$ cat config.mk
export PLATFORM = sky130hd
export DESIGN_NAME = matmul_sequencer_flat
export DESIGN_NICKNAME = d
export VERILOG_FILES = /design/src/rtl/matmul_sequencer_if.sv /design/src/rtl/matmul_sequencer.sv /design/src/flat_wrapper.sv
export SDC_FILE = /design/constraint.sdc
export NUM_CORES = 1
export LEC_CHECK = 0
export BUFFER_PORTS_ARGS = -buffer_cell sky130_fd_sc_hd__buf_2
export CORE_AREA = 5 5 360 362
export DETAILED_ROUTE_END_ITERATION = 8
export DIE_AREA = 0 0 365 367
export SYNTH_ARGS = -nofsm -noshare
export SYNTH_HDL_FRONTEND = slang
export SYNTH_SLANG_ARGS = --single-unit
$ cat constraint.sdc
create_clock -name clk -period 2.4 [get_ports clk]
set_input_delay 0.24 -clock clk [delete_from_list [all_inputs] [get_ports clk]]
set_output_delay 0.24 -clock clk [all_outputs]
set_load 0.1 [all_outputs]
$ cat src/rtl/matmul_sequencer_if.sv
// Bundles the execute-side op handshake and the systolic-array strobes.
// The sequencer uses the slave view; whoever drives ops and models the array uses master.
interface matmul_sequencer_if #(
  parameter int DIM    = 8,
  parameter int LANES  = 4,
  parameter int DATA_W = 32
) ();
  localparam int IDX_W  = $clog2(DIM);
  localparam int HALF_W = LANES*DATA_W;
  localparam int ROW_W  = DIM*DATA_W;

  // execute side
  logic              op_valid;
  logic [2:0]        op_code;
  logic [IDX_W-1:0]  op_idx;
  logic              op_high_low;
  logic [HALF_W-1:0] vec_lo;
  logic [HALF_W-1:0] vec_hi;
  logic              op_ready;
  logic              res_valid;
  logic [HALF_W-1:0] res_data;
  logic              mm_done;
  logic              illegal_op;
  logic [15:0]       mm_count;

  // array side
  logic              arr_a_we;
  logic              arr_b_we;
  logic              arr_c_we;
  logic [IDX_W-1:0]  arr_row;
  logic [ROW_W-1:0]  arr_wdata;
  logic              arr_step;
  logic              arr_c_re;
  logic [ROW_W-1:0]  arr_c_rdata;

  modport slave (
    input  op_valid, op_code, op_idx, op_high_low, vec_lo, vec_hi, arr_c_rdata,
    output op_ready, res_valid, res_data, mm_done, illegal_op, mm_count,
           arr_a_we, arr_b_we, arr_c_we, arr_row, arr_wdata, arr_step, arr_c_re
  );

  modport master (
    output op_valid, op_code, op_idx, op_high_low, vec_lo, vec_hi, arr_c_rdata,
    input  op_ready, res_valid, res_data, mm_done, illegal_op, mm_count,
           arr_a_we, arr_b_we, arr_c_we, arr_row, arr_wdata, arr_step, arr_c_re
  );
endinterface

$ cat src/rtl/matmul_sequencer.sv
// Matrix-op sequencer: turns execute-stage matrix opcodes into fixed-timing
// systolic array strobes and stalls execute during matmul / readC.
module matmul_sequencer #(
  parameter int DIM    = 8,
  parameter int LANES  = 4,
  parameter int DATA_W = 32,
  parameter int STEPS  = 3*DIM-2
) (
  input  logic clk,
  input  logic rst,
  matmul_sequencer_if.slave bus
);
  localparam int HALF_W = LANES*DATA_W;
  localparam int IDX_W  = $clog2(DIM);
  localparam int ROW_W  = DIM*DATA_W;
  localparam int CNT_W  = $clog2(STEPS+1);

  localparam logic [2:0] OP_WRA  = 3'b001;
  localparam logic [2:0] OP_WRB  = 3'b010;
  localparam logic [2:0] OP_WRC  = 3'b011;
  localparam logic [2:0] OP_MM   = 3'b100;
  localparam logic [2:0] OP_RDC  = 3'b101;
  localparam logic [2:0] OP_STEP = 3'b110;

  typedef enum logic [1:0] {S_IDLE, S_RUN, S_RDREQ, S_RDCAP} state_t;

  state_t             r_state, w_next;
  logic [CNT_W-1:0]   r_cnt, w_cnt_next;
  logic               w_acc;
  logic               w_mm_last;

  logic               r_a_we, r_b_we, r_c_we, r_step1, r_hl;
  logic [IDX_W-1:0]   r_row;
  logic [ROW_W-1:0]   r_wdata;
  logic               r_res_valid, r_mm_done, r_illegal;
  logic [HALF_W-1:0]  r_res_data;
  logic [15:0]        r_mm_count;

  // Ops are only looked at while idle; anything presented during a stall is ignored.
  assign w_acc     = bus.op_valid && (r_state == S_IDLE);
  assign w_mm_last = (r_state == S_RUN) && (r_cnt == '0);

  // State and step-counter registers.
  always_ff @(posedge clk) begin
    if (rst) begin
      r_state <= S_IDLE;
      r_cnt   <= '0;
    end else begin
      r_state <= w_next;
      r_cnt   <= w_cnt_next;
    end
  end

  // Next-state: matmul runs STEPS cycles, readC is request then capture.
  always_comb begin
    w_next     = r_state;
    w_cnt_next = r_cnt;
    case (r_state)
      S_IDLE: begin
        if (w_acc && bus.op_code == OP_MM) begin
          w_next     = S_RUN;
          w_cnt_next = CNT_W'(STEPS-1);
        end else if (w_acc && bus.op_code == OP_RDC) begin
          w_next = S_RDREQ;
        end
      end
      S_RUN: begin
        if (r_cnt == '0) w_next = S_IDLE;
        else             w_cnt_next = r_cnt - 1'b1;
      end
      S_RDREQ: w_next = S_RDCAP;
      S_RDCAP: w_next = S_IDLE;
      default: w_next = S_IDLE;
    endcase
  end

  // Registered strobes, row/data, result capture and matmul bookkeeping.
  always_ff @(posedge clk) begin
    if (rst) begin
      r_a_we      <= 1'b0;
      r_b_we      <= 1'b0;
      r_c_we      <= 1'b0;
      r_step1     <= 1'b0;
      r_hl        <= 1'b0;
      r_row       <= '0;
      r_wdata     <= '0;
      r_res_valid <= 1'b0;
      r_res_data  <= '0;
      r_mm_done   <= 1'b0;
      r_illegal   <= 1'b0;
      r_mm_count  <= '0;
    end else begin
      r_a_we    <= 1'b0;
      r_b_we    <= 1'b0;
      r_c_we    <= 1'b0;
      r_step1   <= 1'b0;
      r_illegal <= 1'b0;
      if (w_acc) begin
        case (bus.op_code)
          OP_WRA, OP_WRB, OP_WRC: begin
            r_a_we  <= (bus.op_code == OP_WRA);
            r_b_we  <= (bus.op_code == OP_WRB);
            r_c_we  <= (bus.op_code == OP_WRC);
            r_row   <= bus.op_idx;
            r_wdata <= {bus.vec_hi, bus.vec_lo};
          end
          OP_STEP: r_step1 <= 1'b1;
          OP_RDC: begin
            r_row <= bus.op_idx;
            r_hl  <= bus.op_high_low;
          end
          OP_MM:   ;
          default: r_illegal <= 1'b1;
        endcase
      end
      r_mm_done <= w_mm_last;
      if (w_mm_last) r_mm_count <= r_mm_count + 16'd1;
      r_res_valid <= (r_state == S_RDCAP);
      // Array data is valid the cycle after arr_c_re, i.e. during RDCAP.
      if (r_state == S_RDCAP)
        r_res_data <= r_hl ? bus.arr_c_rdata[HALF_W +: HALF_W] : bus.arr_c_rdata[0 +: HALF_W];
    end
  end

  assign bus.op_ready   = (r_state == S_IDLE);
  assign bus.arr_a_we   = r_a_we;
  assign bus.arr_b_we   = r_b_we;
  assign bus.arr_c_we   = r_c_we;
  assign bus.arr_row    = r_row;
  assign bus.arr_wdata  = r_wdata;
  // Single steps are only issued from IDLE, so the two sources never overlap.
  assign bus.arr_step   = (r_state == S_RUN) | r_step1;
  assign bus.arr_c_re   = (r_state == S_RDREQ);
  assign bus.res_valid  = r_res_valid;
  assign bus.res_data   = r_res_data;
  assign bus.mm_done    = r_mm_done;
  assign bus.illegal_op = r_illegal;
  assign bus.mm_count   = r_mm_count;
endmodule

$ cat src/flat_wrapper.sv
// flat-port wrapper written by rule: the top's interface ports become plain ports
module matmul_sequencer_flat 
#(
  parameter int DIM    = 8,
  parameter int LANES  = 4,
  parameter int DATA_W = 32,
  parameter int STEPS  = 3*DIM-2
)
  (clk, rst, bus_op_valid, bus_op_code, bus_op_idx, bus_op_high_low, bus_vec_lo, bus_vec_hi, bus_arr_c_rdata, bus_op_ready, bus_res_valid, bus_res_data, bus_mm_done, bus_illegal_op, bus_mm_count, bus_arr_a_we, bus_arr_b_we, bus_arr_c_we, bus_arr_row, bus_arr_wdata, bus_arr_step, bus_arr_c_re);
  matmul_sequencer_if #(.DIM(DIM), .LANES(LANES), .DATA_W(DATA_W)) bus_i ();
  input  logic clk;
  input  logic rst;
  input wire logic [$bits(bus_i.op_valid)-1:0] bus_op_valid;
  input wire logic [$bits(bus_i.op_code)-1:0] bus_op_code;
  input wire logic [$bits(bus_i.op_idx)-1:0] bus_op_idx;
  input wire logic [$bits(bus_i.op_high_low)-1:0] bus_op_high_low;
  input wire logic [$bits(bus_i.vec_lo)-1:0] bus_vec_lo;
  input wire logic [$bits(bus_i.vec_hi)-1:0] bus_vec_hi;
  input wire logic [$bits(bus_i.arr_c_rdata)-1:0] bus_arr_c_rdata;
  output wire logic [$bits(bus_i.op_ready)-1:0] bus_op_ready;
  output wire logic [$bits(bus_i.res_valid)-1:0] bus_res_valid;
  output wire logic [$bits(bus_i.res_data)-1:0] bus_res_data;
  output wire logic [$bits(bus_i.mm_done)-1:0] bus_mm_done;
  output wire logic [$bits(bus_i.illegal_op)-1:0] bus_illegal_op;
  output wire logic [$bits(bus_i.mm_count)-1:0] bus_mm_count;
  output wire logic [$bits(bus_i.arr_a_we)-1:0] bus_arr_a_we;
  output wire logic [$bits(bus_i.arr_b_we)-1:0] bus_arr_b_we;
  output wire logic [$bits(bus_i.arr_c_we)-1:0] bus_arr_c_we;
  output wire logic [$bits(bus_i.arr_row)-1:0] bus_arr_row;
  output wire logic [$bits(bus_i.arr_wdata)-1:0] bus_arr_wdata;
  output wire logic [$bits(bus_i.arr_step)-1:0] bus_arr_step;
  output wire logic [$bits(bus_i.arr_c_re)-1:0] bus_arr_c_re;
  assign bus_i.op_valid = bus_op_valid;
  assign bus_i.op_code = bus_op_code;
  assign bus_i.op_idx = bus_op_idx;
  assign bus_i.op_high_low = bus_op_high_low;
  assign bus_i.vec_lo = bus_vec_lo;
  assign bus_i.vec_hi = bus_vec_hi;
  assign bus_i.arr_c_rdata = bus_arr_c_rdata;
  assign bus_op_ready = bus_i.op_ready;
  assign bus_res_valid = bus_i.res_valid;
  assign bus_res_data = bus_i.res_data;
  assign bus_mm_done = bus_i.mm_done;
  assign bus_illegal_op = bus_i.illegal_op;
  assign bus_mm_count = bus_i.mm_count;
  assign bus_arr_a_we = bus_i.arr_a_we;
  assign bus_arr_b_we = bus_i.arr_b_we;
  assign bus_arr_c_we = bus_i.arr_c_we;
  assign bus_arr_row = bus_i.arr_row;
  assign bus_arr_wdata = bus_i.arr_wdata;
  assign bus_arr_step = bus_i.arr_step;
  assign bus_arr_c_re = bus_i.arr_c_re;
  matmul_sequencer #(.DIM(DIM), .LANES(LANES), .DATA_W(DATA_W), .STEPS(STEPS)) u_core (.clk(clk), .rst(rst), .bus(bus_i));
endmodule
==> results of run 1 <==
-- registers in the layout (all words and copies together) (netlist names), 2 cells and up --
signal,count
u_core.bus.arr_row,3
u_core.bus.res_data,128
u_core.r_cnt,5
u_core.r_state,2
u_core.bus.mm_count,16
u_core.bus.arr_wdata,256
-- Yosys cell counts (7+ instances only) --
cell type	number	share of area [%]
sky130_fd_sc_hd__buf_1	11	0.25
sky130_fd_sc_hd__nor2_1	147	3.4
sky130_fd_sc_hd__nand3_1	9	0.28
sky130_fd_sc_hd__mux2i_1	132	8.1
sky130_fd_sc_hd__buf_2	13	0.40
sky130_fd_sc_hd__clkbuf_1	126	2.9
sky130_fd_sc_hd__dfxtp_1	418	51
sky130_fd_sc_hd__a211oi_1	130	6.0
sky130_fd_sc_hd__nor3_1	7	0.22
sky130_fd_sc_hd__or4_1	7	0.32
sky130_fd_sc_hd__nor2b_1	261	10
sky130_fd_sc_hd__a21oi_1	11	0.34
sky130_fd_sc_hd__nand2_1	7	0.16
sky130_fd_sc_hd__o22a_1	256	14
-- routing by layer --
layer | GRT usage (%) | vias to the layer above | part of all wire [%]
met2 | 23.78 | 793 | 46
met3 | 6.145 | 162 | 11
met4 | 4.775 | 6 | 3.0
met1 | 16.89 | 8422 | 40
met5 | 0 | - | 0.036
li1 | - | 8496 | -
-- power by group --
part | switching, uW | total (uW) | internal (uW)
Clock | 3230 | 7730 | 4500
Combinational | 3830 | 5340 | 1510
Sequential | 180 | 7480 | 7300
-- cell families after synthesis --
family | after synthesis
buffers and inverters | 155
XOR/XNOR | 6
AO/OA/AOI/OAI | 414
flip-flops | 418
adder cells (fa/ha/maj) | 2
AND/OR/NAND/NOR | 463
multiplexers | 132
-- how the worst max path moves through the flow --
stage                                start                      end  depth (start not counted)
global placement           u_core.r_cnt[0]  u_core.bus.mm_count[15]                          6
CTS                        u_core.r_cnt[0]  u_core.bus.mm_count[15]                          6
finish                     u_core.r_cnt[0]  u_core.bus.mm_count[15]                          6
detailed placement         u_core.r_cnt[0]  u_core.bus.mm_count[15]                          6
global route               u_core.r_cnt[0]  u_core.bus.mm_count[15]                          6
floorplan           u_core.bus.mm_count[2]  u_core.bus.mm_count[15]                          5
-- through the flow --
stage	setup TNS [ns]	setup slack, ns	hold slack, ns	instance area (um^2)	power, uW
floorplan	0	0.03630	0.3810	16290	10960
global placement	-0.04536	-0.04536	0.4648	23110	12270
detailed placement	-0.03770	-0.03770	0.4685	23110	12300
CTS	0	0.05806	0.001359	29310	20890
global route	-0.0005078	-0.0005078	0.01904	29370	21380
finish	0	0.04795	0.05986	29380	20550
-- area by class of cell --
cell class / instances / area share, %
Sequential cell: 418 / 28.51
Clock inverter: 16 / 0.5493
Multi-Input combinational cell: 1017 / 24.99
Clock buffer: 71 / 5.046
Inverter: 5 / 0.06388
Tap cell: 1662 / 7.077
Antenna cell: 26 / 0.2214
Timing Repair Buffer: 1449 / 33.54
-- what timing repair did --
action	4_1_cts	5_1_grt
hold endpoints to repair	369	0
gates resized for setup	1	1
buffers inserted	0	0
endpoints found under the setup margin	1	1
hold buffers	455	0
-- critical path, cell delays in order (launching register included) --
cell	delay, ns
sky130_fd_sc_hd__dfxtp_1	0.31
sky130_fd_sc_hd__inv_1	0.08
sky130_fd_sc_hd__ha_2	0.22
sky130_fd_sc_hd__or4b_4	0.47
sky130_fd_sc_hd__or4_4	0.60
sky130_fd_sc_hd__or4_1	0.42
sky130_fd_sc_hd__a21oi_1	0.16
==> results.rst, run 1 <==
.. list-table::
   :header-rows: 1

   * - Metric
     - Value
   * - Gp weighted congestion
     - 0.9220
   * - Area taken by multi-input logic gates
     - 0.007343 mm^2
   * - Most frequent cells in the layout
     - sky130_fd_sc_hd__buf_2, sky130_fd_sc_hd__dlygate4sd3_1, sky130_fd_sc_hd__dfxtp_1
   * - Critical Path Sink Type
     - register
   * - Max transition margin
     - 43.86%
   * - Post-route fraction of the period consumed by the critical path
     - 98.00%
   * - Total count of hold-check failures in the final report
     - 0
   * - Adder and majority gate portion of the synthesized area
     - 0.1538%
   * - Sequential cell area
     - 0.008377 mm^2
   * - Length of the first detailed-routing pass in iterations
     - 5
   * - Synthesized-area fraction occupied by ao, oa, aoi and oai cells
     - 20.80%
   * - Worst hold path startpoint
     - bus_arr_c_rdata[173]
   * - Critical R2R Capture
     - u_core.bus.mm_count[15]
   * - Worst-case hold path end point
     - u_core.bus.res_data[45]
   * - Kind of critical path
     - reg2reg
   * - First DRT Iteration DRCs
     - 1,198
   * - Clock latency on the worst-skew pair
     - 0.61 ns
   * - Cell row count
     - 131
   * - Post-layout nets
     - 3,466
   * - IO Pins
     - 934
   * - Core Area
     - 0.1264 mm^2
   * - Number of buffers on the longest clock path
     - 3
   * - Count of pins over their slew limit
     - 0
   * - Number of cells traversed by the worst hold path
     - 3
   * - Wirelength, routed
     - 102.3 mm
   * - Sink Count
     - 418
   * - Number of global-route vias before repair
     - 18,350
   * - Clock tree root buffer cell
     - sky130_fd_sc_hd__clkbuf_16
   * - Cell area after technology mapping
     - 0.01627 mm^2
   * - Pin count of the biggest net entering global routing
     - 136
   * - Actual slew at the worst max-slew pin
     - 0.8421 ns
   * - Critical path data required time
     - 2.94 ns
   * - Top flip-flop cell by instance count after synthesis
     - sky130_fd_sc_hd__dfxtp_1
   * - Via/cell ratio
     - 3.833
   * - Dominant combinational cell family by area after synthesis
     - compound AO/OA/AOI/OAI gates
   * - CTS tree
     - built
   * - Depth of the worst register-to-register path
     - 6
   * - Maximum clock frequency
     - 425.2 MHz
   * - Average wire per standard cell
     - 21.94 um
   * - Post-Syn Nets
     - 2,114
   * - Total setup violations reported at the end of the flow
     - 0
   * - Horizontal extent of the die
     - 365 um
   * - Number of antenna violations at the first check in global routing
     - 42
   * - Number of levels the H-tree was split into
     - 2
   * - Residual DRC count
     - 0
   * - Min-delay worst type
     - in2reg
   * - Share of the synthesized netlist area taken by xor and xnor gates
     - 0.3229%
   * - Multiplexer area fraction after synthesis
     - 8.119%
   * - Arrival time at the worst endpoint
     - 2.89 ns
   * - Wire length of the first global-routing pass
     - 139.0 mm
   * - Total power divided by cell area
     - 699.5 mW/mm^2
   * - Total clock buffers created by CTS
     - 51
   * - Seq/Total Area, Yosys
     - 51.42%
   * - Buffers on Ports
     - 933
   * - Peak supply drop
     - 544.4 uV
   * - Clock edge transition at the registers on the reported setup and hold paths
     - 0.06 ns
   * - Mapped Cells
     - 1,590
   * - Floorplan die area
     - 0.1340 mm^2
   * - Post-route minimum period
     - 2.352 ns
   * - Nature of the critical path startpoint
     - register
   * - Count of maximum capacitance violations
     - 0
   * - Fill cell instance count of the final layout
     - 13,650
   * - GRT overflow
     - 0
   * - Leading cell type in the layout, fill and taps excluded
     - sky130_fd_sc_hd__buf_2
   * - R2r startpoint
     - u_core.r_cnt[0]
   * - Async set or reset register ratio after synthesis
     - 0%
   * - Number of warnings reported in the yosys synthesis log
     - 0
   * - Post-synthesis sequential element count
     - 418
   * - Vias post-DR
     - 17,880
   * - Starting density of the core
     - 12.88%
   * - Share of post-route cells with drive strength above 1
     - 36.49%
   * - Cell Count, Final, Fillers Out
     - 4,664
   * - Number of placed cells counting well taps
     - 4,096
   * - Maximum fanout along the worst path
     - 8
   * - Number of enable flip-flop cells after synthesis
     - 0
   * - Setup slack, reg-to-reg
     - 0.05 ns
   * - Layout-stage area growth over the synthesis result
     - 80.55%
   * - Post-Synth Simple-Gate Area
     - 15.51%
   * - Outcome
     - finished, final reports clean
   * - Syn avg cell area
     - 10.23 um^2
   * - Vertical extent of the die
     - 367 um
   * - Util after Layout
     - 23.25%
   * - Gr usage total
     - 14.44%
   * - Number of distinct library cells after synthesis
     - 35
   * - Leak Pwr
     - 0.01280 uW
   * - ANT nets after route
     - 0
   * - DP Wirelength
     - 81.60 mm
   * - Worst Skew
     - 0.02488 ns
Power figures use the tool's default switching activity.
==> run 2: changes to the inputs <==
--- a/config.mk
+++ b/config.mk
@@ -7,4 +7,5 @@
 export LEC_CHECK = 0
 export BUFFER_PORTS_ARGS = -buffer_cell sky130_fd_sc_hd__buf_2
+export CAP_MARGIN = 20
 export CORE_AREA = 5 5 360 362
 export DETAILED_ROUTE_END_ITERATION = 8
==> constraint.sdc (replaced) <==
create_clock -name clk -period 2.4 [get_ports clk]
set_input_delay 0.6 -clock clk [delete_from_list [all_inputs] [get_ports clk]]
set_output_delay 0.6 -clock clk [all_outputs]
set_load 0.1 [all_outputs]
==> run 2 against run 1 <==
  * Design area fell by 15%
  * Die area unchanged
  * Power decreased by 2.0%
  * Routed wire length is 5.0% lower
  * Sequential power hardly changed
  * Via count fell by 11%
  * Flip-flop and latch count unchanged
  * Worst setup slack improved by 0.029 ns
  * Critical path depth grew 1
  * Register-to-register slack better by 0.03 ns
  * Clock-buffer cell count fell by 2
  * Hold slack improved by 0.14 ns
  * Largest cell class is now sequential cells
  * Highest routed layer unchanged
==> results.rst, run 2 (synthesis gave the netlist of run 1 again) <==
.. list-table::
   :header-rows: 1

   * - Metric
     - Value
   * - Total setup violations reported at the end of the flow
     - 0 (unchanged)
   * - Number of global-route vias before repair
     - 15,310 (-17%)
   * - Critical Path Slowest Stage Cell
     - sky130_fd_sc_hd__or4_4
   * - CTS tree
     - built
   * - GRT overflow
     - 0 (unchanged)
   * - Critical Path Sink Type
     - register
   * - First DRT Iteration DRCs
     - 1,068 (-11%)
   * - Critical path buffer and inverter count
     - 2 (+1)
   * - Count of pins over their slew limit
     - 0 (unchanged)
   * - Average wire per standard cell
     - 23.08 um (+5.2%)
   * - ANT nets after route
     - 0 (unchanged)
   * - Share of post-route cells with drive strength above 1
     - 43.33% (+6.8 points)
   * - Horizontal extent of the die
     - 365 um (unchanged)
   * - Clock latency on the worst-skew pair
     - 0.62 ns (about the same)
   * - Maximum fanout along the worst path
     - 9 (+1)
   * - Number of buffers on the longest clock path
     - 3 (unchanged)
   * - Min-delay worst type
     - in2reg
   * - Worst Skew
     - 0.02013 ns (-0.004750 ns)
   * - Buffers on Ports
     - 933 (unchanged)
   * - Actual slew at the worst max-slew pin
     - 0.8086 ns (-0.03343 ns)
   * - Util after Layout
     - 19.78% (-3.5 points)
   * - Post-route minimum period
     - 2.324 ns (-0.02854 ns)
   * - Number of post-CTS setup repair buffers
     - 0 (unchanged)
   * - Cell row count
     - 131 (unchanged)
   * - Clock tree root buffer cell
     - sky130_fd_sc_hd__clkbuf_16
   * - Arrival time at the worst endpoint
     - 2.89 ns (about the same)
   * - IO Pins
     - 934 (unchanged)
   * - Clock edge transition at the registers on the reported setup and hold paths
     - 0.06 ns (about the same)
   * - Total clock buffers created by CTS
     - 52 (+2.0%)
   * - Cell chain of the critical path
     - inv_1, ha_2, or4b_4, or4_4, buf_6, or4_1, a21oi_1
   * - Total power divided by cell area
     - 805.3 mW/mm^2 (+15%)
   * - Setup repair after global routing missed its margin
     - no
   * - Wirelength, routed
     - 97.15 mm (-5.0%)
   * - Kind of critical path
     - reg2reg
   * - Floorplan die area
     - 0.1340 mm^2 (unchanged)
   * - Number of placed cells counting well taps
     - 4,100 (+0.098%)
   * - Sink Count
     - 418 (unchanged)
   * - Post-cts hold buffer count
     - 0 (-100%)
   * - Gr usage total
     - 13.66% (-0.79 points)
   * - Count of maximum capacitance violations
     - 0 (unchanged)
   * - Maximum clock frequency
     - 430.4 MHz (+1.2%)
   * - Leading cell type in the layout, fill and taps excluded
     - sky130_fd_sc_hd__buf_2
   * - Vertical extent of the die
     - 367 um (unchanged)
   * - Core Area
     - 0.1264 mm^2 (unchanged)
   * - Via/cell ratio
     - 3.775 (-1.5%)
   * - Post-route total power
     - 20,130 uW (-2.0%)
   * - Cell Count, Final, Fillers Out
     - 4,209 (-9.8%)
   * - Number of antenna violations at the first check in global routing
     - 64 (+52%)
   * - Total count of hold-check failures in the final report
     - 0 (unchanged)
   * - Peak supply drop
     - 563.9 uV (+3.6%)
   * - Critical path data required time
     - 2.96 ns (+0.02 ns)
   * - Sequential cell area
     - 0.008377 mm^2 (unchanged)
   * - Pin count of the biggest net entering global routing
     - 135 (-0.74%)
   * - Starting density of the core
     - 12.88% (unchanged)
   * - Nature of the critical path startpoint
     - register
   * - Area taken by multi-input logic gates
     - 0.007351 mm^2 (+0.10%)
   * - Most frequent cells in the layout
     - sky130_fd_sc_hd__buf_2, sky130_fd_sc_hd__dfxtp_1, sky130_fd_sc_hd__nor2b_1
   * - DP Wirelength
     - 81.74 mm (+0.17%)
   * - Post-route fraction of the period consumed by the critical path
     - 96.81% (-1.2 points)
   * - Vias post-DR
     - 15,890 (-11%)
   * - Kind of cell adding the most delay to the critical path
     - simple AND/OR/NAND/NOR gates
   * - Max transition margin
     - 46.09% (+2.2 points)
   * - Fill cell instance count of the final layout
     - 14,010 (+2.7%)
   * - Wire length of the first global-routing pass
     - 128.1 mm (-7.9%)
   * - Residual DRC count
     - 0 (unchanged)
   * - Length of the first detailed-routing pass in iterations
     - 5 (unchanged)
   * - Largest register FFs
     - 256 (unchanged)
   * - Post-layout nets
     - 3,016 (-13%)
   * - Number of levels the H-tree was split into
     - 2 (unchanged)
   * - Delay contributed by the slowest stage of the critical path
     - 0.53 ns (-0.07 ns)
   * - Gp weighted congestion
     - 0.9121 (-1.1%)
   * - Layout-stage area growth over the synthesis result
     - 53.63%
   * - Outcome
     - finished, final reports clean
   * - Leak Pwr
     - 0.01098 uW (-14%)
-- run 2: cell types whose count changed in the layout (fill, tap and decap cells not counted), moves of 4 or more --
cell / delta
sky130_fd_sc_hd__buf_12: +4
sky130_fd_sc_hd__buf_2: -4
sky130_fd_sc_hd__clkbuf_8: -4
sky130_fd_sc_hd__diode_2: -13
sky130_fd_sc_hd__dlygate4sd3_1: -455
-- run 2: per-stage QoR --
step                      hold WS [ns]  setup TNS [ns]  setup WS, ns  instance area (um^2)
after floorplan                 0.4818               0       0.03630                 16290
final                           0.1951               0       0.07649                 25000
after detailed placement        0.4838               0       0.08303                 23200
after CTS                       0.1100        -0.02047      -0.02047                 24950
after global placement          0.4721               0       0.06690                 23200
after global routing            0.1363               0      0.009361                 24990
-- run 2: final cells by class --
cell class	instances	share of cell area [%]
inverters	5	0.07507
clock inverters	27	1.236
clock buffers	69	5.740
flip-flops and latches	418	33.51
multi-input cells	1017	29.40
well taps	1662	8.318
repair buffers	998	21.59
diodes	13	0.1301
-- run 2: worst paths after layout --
path | start | endpoint | slack (ns) | depth (start not counted)
worst min-delay path | bus_vec_lo[38] | u_core.bus.arr_wdata[38] | 0.20 | 2
worst max register to register | u_core.r_cnt[1] | u_core.bus.mm_count[15] | 0.08 | 7
worst min register to register | u_core.bus.res_data[87] | u_core.bus.res_data[87] | 0.49 | 2
worst max-delay path | u_core.r_cnt[1] | u_core.bus.mm_count[15] | 0.08 | 7
-- run 2: power by group --
part | internal (uW) | switching [uW] | leakage [uW]
Sequential | 7300 | 177 | 0.00341
Clock | 4590 | 3380 | 0.000843
Combinational | 1020 | 3660 | 0.00672
-- run 2: worst reg2reg max path, stage by stage, from the launching register on --
cell and delay (ns):
sky130_fd_sc_hd__dfxtp_1 0.32, sky130_fd_sc_hd__inv_1 0.07, sky130_fd_sc_hd__ha_2 0.18, sky130_fd_sc_hd__or4b_4 0.47, sky130_fd_sc_hd__or4_4 0.53, sky130_fd_sc_hd__buf_6 0.16
sky130_fd_sc_hd__or4_1 0.40, sky130_fd_sc_hd__a21oi_1 0.13
-- run 2: metal layers --
| metal | vias to the layer above | share of wire, % | global-route usage, % |
|---|---|---|---|
| met3 | 170 | 9.9 | 5.210 |
| met2 | 717 | 45 | 21.99 |
| met5 | - | 0.013 | 0 |
| li1 | 7601 | - | - |
| met1 | 7397 | 42 | 17.04 |
| met4 | 2 | 3.2 | 3.773 |
-- run 2: timing repair --
action                                  CTS  global route
resized for setup                         4             4
pin swaps                                 0             1
endpoints found under the setup margin    2             2
